$ cat src/rtl/multdiv_sequencer_pkg.sv
// Shared definitions for the mult/div sequencer: FSM state encoding,
// operation type, counter width and default watchdog limit.
package multdiv_sequencer_pkg;

  typedef enum logic [1:0] {
    ST_IDLE = 2'd0,
    ST_RUN  = 2'd1,
    ST_DONE = 2'd2
  } state_e;

  typedef enum logic {
    OP_MUL = 1'b0,
    OP_DIV = 1'b1
  } op_e;

  localparam int unsigned CNT_W              = 6;
  localparam int unsigned MAX_CYCLES_DEFAULT = 40;

endpackage

$ cat src/rtl/multdiv_sequencer.sv
// Sequences one mul/div through an iterative unit, stalling the pipeline and
// registering the writeback. Optional macro: MULTDIV_DIV0_CHECK_EN (divide-by-zero bypass).
module multdiv_sequencer
  import multdiv_sequencer_pkg::*;
#(
  parameter int unsigned MAX_CYCLES = MAX_CYCLES_DEFAULT
) (
  input  logic        clock,
  input  logic        reset,
  input  logic        ctrl_mult,
  input  logic        ctrl_div,
  input  logic [31:0] op_a,
  input  logic [31:0] op_b,
  input  logic [4:0]  rd_in,
  input  logic        flush,
  output logic        unit_start_mult,
  output logic        unit_start_div,
  output logic [31:0] unit_op_a,
  output logic [31:0] unit_op_b,
  input  logic [31:0] unit_result,
  input  logic        unit_exception,
  input  logic        unit_ready,
  output logic        stall,
  output logic        wb_valid,
  output logic [31:0] wb_data,
  output logic [4:0]  wb_rd,
  output logic        wb_exception
);

  localparam logic [CNT_W-1:0] WD_LAST = CNT_W'(MAX_CYCLES - 1);

  state_e           state;
  op_e              op_q;
  logic             first_q;
  logic [CNT_W-1:0] cnt;
  logic [4:0]       rd_q;
  logic             req;
  logic             div0_skip;

  assign req = ctrl_mult | ctrl_div;

`ifdef MULTDIV_DIV0_CHECK_EN
  assign div0_skip = !ctrl_mult && ctrl_div && (op_b == '0);
`else
  assign div0_skip = 1'b0;
`endif

  // Start pulses are decoded from the registered first-RUN-cycle flag and op type.
  assign unit_start_mult = first_q && (op_q == OP_MUL);
  assign unit_start_div  = first_q && (op_q == OP_DIV);

  always_comb begin
    stall = 1'b0;
    if (!reset) begin
      stall = ((state == ST_IDLE) && req && !flush) || (state == ST_RUN);
    end
  end

  always_ff @(posedge clock) begin
    if (reset) begin
      state        <= ST_IDLE;
      op_q         <= OP_MUL;
      first_q      <= 1'b0;
      cnt          <= '0;
      rd_q         <= '0;
      unit_op_a    <= '0;
      unit_op_b    <= '0;
      wb_valid     <= 1'b0;
      wb_data      <= '0;
      wb_rd        <= '0;
      wb_exception <= 1'b0;
    end else begin
      first_q  <= 1'b0;
      wb_valid <= 1'b0;
      case (state)
        ST_IDLE: begin
          if (req && !flush) begin
            unit_op_a <= op_a;
            unit_op_b <= op_b;
            rd_q      <= rd_in;
            op_q      <= ctrl_mult ? OP_MUL : OP_DIV;
            cnt       <= '0;
            if (div0_skip) begin
              state        <= ST_DONE;
              wb_valid     <= 1'b1;
              wb_data      <= '0;
              wb_exception <= 1'b1;
              wb_rd        <= rd_in;
            end else begin
              state   <= ST_RUN;
              first_q <= 1'b1;
            end
          end
        end
        ST_RUN: begin
          cnt <= cnt + 1'b1;
          if (flush) begin
            state <= ST_IDLE;
          end else if (unit_ready) begin
            state        <= ST_DONE;
            wb_valid     <= 1'b1;
            wb_data      <= unit_result;
            wb_exception <= unit_exception;
            wb_rd        <= rd_q;
          end else if (cnt == WD_LAST) begin
            state        <= ST_DONE;
            wb_valid     <= 1'b1;
            wb_data      <= '0;
            wb_exception <= 1'b1;
            wb_rd        <= rd_q;
          end
        end
        ST_DONE: begin
          state <= ST_IDLE;
        end
        default: begin
          state <= ST_IDLE;
        end
      endcase
    end
  end

endmodule

$ cat config.mk
export PLATFORM = sky130hd
export DESIGN_NAME = multdiv_sequencer
export DESIGN_NICKNAME = d
export VERILOG_FILES = /design/src/rtl/multdiv_sequencer_pkg.sv /design/src/rtl/multdiv_sequencer.sv
export SDC_FILE = /design/constraint.sdc
export NUM_CORES = 1
export LEC_CHECK = 0
export CORE_MARGIN = 4
export CORE_UTILIZATION = 44
export CTS_CLUSTER_DIAMETER = 40
export CTS_CLUSTER_SIZE = 14
export DETAILED_ROUTE_END_ITERATION = 8
export HOLD_SLACK_MARGIN = 0.03
export PLACE_DENSITY = 0.85
export SLEW_MARGIN = 20
export SYNTH_ARGS = -nofsm -noshare
export SYNTH_HDL_FRONTEND = slang
export SYNTH_SLANG_ARGS = --single-unit
export TNS_END_PERCENT = 50
$ cat constraint.sdc
create_clock -name clock -period 3.3 [get_ports clock]
set_input_delay 0.66 -clock clock [delete_from_list [all_inputs] [get_ports clock]]
set_output_delay 0.66 -clock clock [all_outputs]
set_load 0.01 [all_outputs]
==> results_dict.tcl, run 1 <==
set metrics [dict create \
    status "finished, final reports clean" \
    drv_cap 0 \
    hp-start "wb_rd[2]" \
    place_congestion 0.785 \
    netlist_instances 543 \
    htreeDepth 4 \
    drc 0 \
    reg2reg_from "cnt[0]" \
    syn2layout_area_growth_pct 61.0 \
    finish.utilization 0.740 \
    cpMaxStageDelayCell "clkdlybuf4s50_1" \
    drtIter0Drc 432 \
    port_buffers 213 \
    finalWirelength_um 15200 \
    ys_ff_latch 118 \
    synth_cell_types 34 \
    path_buf_inv 2 \
    die_area_sq_um 12100 \
    hold_class "flop to flop" \
    mostFrequentLayoutCell "clkdlybuf4s50_1" \
    fin_nets 839 \
    finalClockSkew_ps 8.05 \
    via_count 4805 \
    yosysWarnings 0 \
    gr-total-overflow 0 \
    period_share 0.903 \
    layout_common_cells "clkdlybuf4s50_1 (212), dfxtp_1 (118), a21oi_1 (74), nand3_1 (70), o21ai_0 (59)" \
    rows 36 \
    worstSetupPathType "input pin to primary output" \
    insertedDiodeCount 0 \
    cts_tree "yes" \
    ioPinCount 214 \
    wl_met2_um 7770 \
    ir_worst_vdd_mv 0.348 \
    clockBufferDepth 2 \
    cts_setup_buffers 0 \
    setup_violations 0 \
    firstDrtPassIters 4 \
    syn_area_per_cell_sq_um 8.43 \
    grt_max_degree 71 \
    cp.arrival_ps 2320 \
    fp.dieW_um 110 \
    dpl.hpwl_um 9850 \
    cp.depth 5 \
    grt_pass1_wl_um 23500 \
    numClockSinks 118 \
    yosysSeqAreaShare 0.516 \
    grt_usage 0.249 \
    worst_path_largest_cell_delay_ps 580 \
    clkTransAtPathRegs_ps 50 \
    startpoint_type "input pin" \
    grt_pass1_vias 4896 \
    viasPerCell 5.49 \
    start_util 0.460 \
    p_per_area_nw_per_um2 534 \
    layout-drive-gt1-share 0.0646 \
    wire_per_inst_um 17.3 \
    postRouteAntennaNets 0 \
    cts_hold_buf 0 \
    required_ps 2640 \
    crit_chain "clkdlybuf4s50_1, nor3_4, nand2_1, a21oi_1, clkdlybuf4s50_1" \
    relSlewSlack 0.503 \
    critical_path.max_fanout 5 \
    yosys_most_used_dff "dfxtp_1" \
    regToRegSetupSlack_ps 1190 \
    finalPower_uw 3940 \
    crit_path_frequent_cell "clkdlybuf4s50_1" \
    reg2regPathDepth 5 \
    syn-num-nets 652 \
    rsz0062_at_grt "false" \
    r2r-end "wb_data[27]" \
    chipHeight_um 110 \
    synth-edff-count 0 \
    clk_latency_ps 510 \
    routed.top_layer "met4" \
    leakage_uw 0.00258 \
    syn_area_sq_um 4580 \
    fin_crit_ps 2980 \
    cts-buffers-inserted 17 \
    cts_resized 0 \
    drv_slew 0 \
    worst_slew_pin_slew_ps 743 \
    crit_start "flush" \
    clock-root-buffer "clkbuf_8" \
    wl_met3_um 1020 \
    fill_cells 738 \
    async_flop_share 0 \
    core_sq_um 9950 \
    fin_setup_tns_ps 0 \
    crit_path_end "stall" \
    fmax_mhz 336 \
    m1WireLength_um 5810 \
    crit_path_end_kind "primary output" \
    antenna_found_initial 0 \
    cpLargestDelayFamily "buffers and inverters" \
    finalHoldViolCount 0 \
]
[worst min-delay path: cells and delay by family, from the launching register on]
kind             cells  cell delay, ps
multiplexers         1              50
flip-flops           1             300
AND/OR/NAND/NOR      1              50
[worst min-delay path by stage]
stage / to / slack, ps / cells past startpoint
final: wb_rd[2] / 460 / 2
after global routing: cnt[5] / 490 / 2
after CTS: wb_rd[2] / 460 / 2
after detailed placement: wb_rd[2] / 450 / 2
after global placement: wb_rd[0] / 440 / 2
after floorplan: wb_rd[0] / 430 / 2
[cells in the mapped netlist (4+ instances only)]
cell type  instances  share of area
dfxtp_1          118           0.52
and2_1             4         0.0055
a21oi_1           74          0.081
clkbuf_1          48          0.039
o32ai_1           32          0.061
o21ai_1           13          0.014
nand2_1           49          0.040
o21ai_0           59          0.065
nand3_1           70          0.077
mux2i_1            5          0.011
inv_1             34          0.028
buf_2              5         0.0055
nor2_1             5         0.0041
[per-stage QoR]
stage          cell area, sq um  cells  hold slack (ps)  setup WS (ps)
6_report                   7370    876              458            320
5_1_grt                    7370    876              487            195
4_1_cts                    7370    876              461            329
3_5_place_dp               6760    844              454            354
3_3_place_gp               6760    844              443            428
2_1_floorplan              4580    543              435           1050
[routing by layer]
| layer | track usage | vias to the layer above |
|---|---|---|
| li1 | - | 2296 |
| met3 | 0.0705 | 44 |
| met1 | 0.276 | 2261 |
| met2 | 0.435 | 204 |
| met5 | 0 | - |
| met4 | 0.120 | 0 |
[final cells by class]
type                            instances  area (sq um)  area share
Sequential cell                       118          2360       0.321
Inverter                               34           128      0.0173
Timing Repair Buffer                  223          2220       0.301
Clock inverter                          9           148      0.0200
Clock buffer                           23           467      0.0633
Multi-Input combinational cell        336          1880       0.255
Tap cell                              133           166      0.0226
[cell families after synthesis]
group / Yosys count / share of synthesized area
compound gates: 188 / 0.243
fa+ha+maj: 1 / 0.00273
mux: 5 / 0.0109
buf+inv: 89 / 0.0760
flops: 118 / 0.516
simple gates: 142 / 0.151
[flip-flops by register name (all words and copies together), names as in the netlist, 2 cells and up]
signal / count
cnt: 6
unit_op_a: 32
unit_op_b: 32
state: 2
wb_rd: 5
wb_data: 32
rd_q: 5
[power by group]
| group | switching, uW | leakage [uW] | internal [uW] |
|---|---|---|---|
| Sequential | 32.9 | 0.000962 | 1490 |
| Clock | 629 | 0.000302 | 1280 |
| Combinational | 235 | 0.00131 | 269 |
Note: power is estimated with default switching activity, not from simulation.
==> inputs of run 2 (changes only) <==
- CTS_CLUSTER_DIAMETER: 40 -> 80
==> results of run 2 <==
No change in the layout: final DEF, timing and power equal those of run 1.
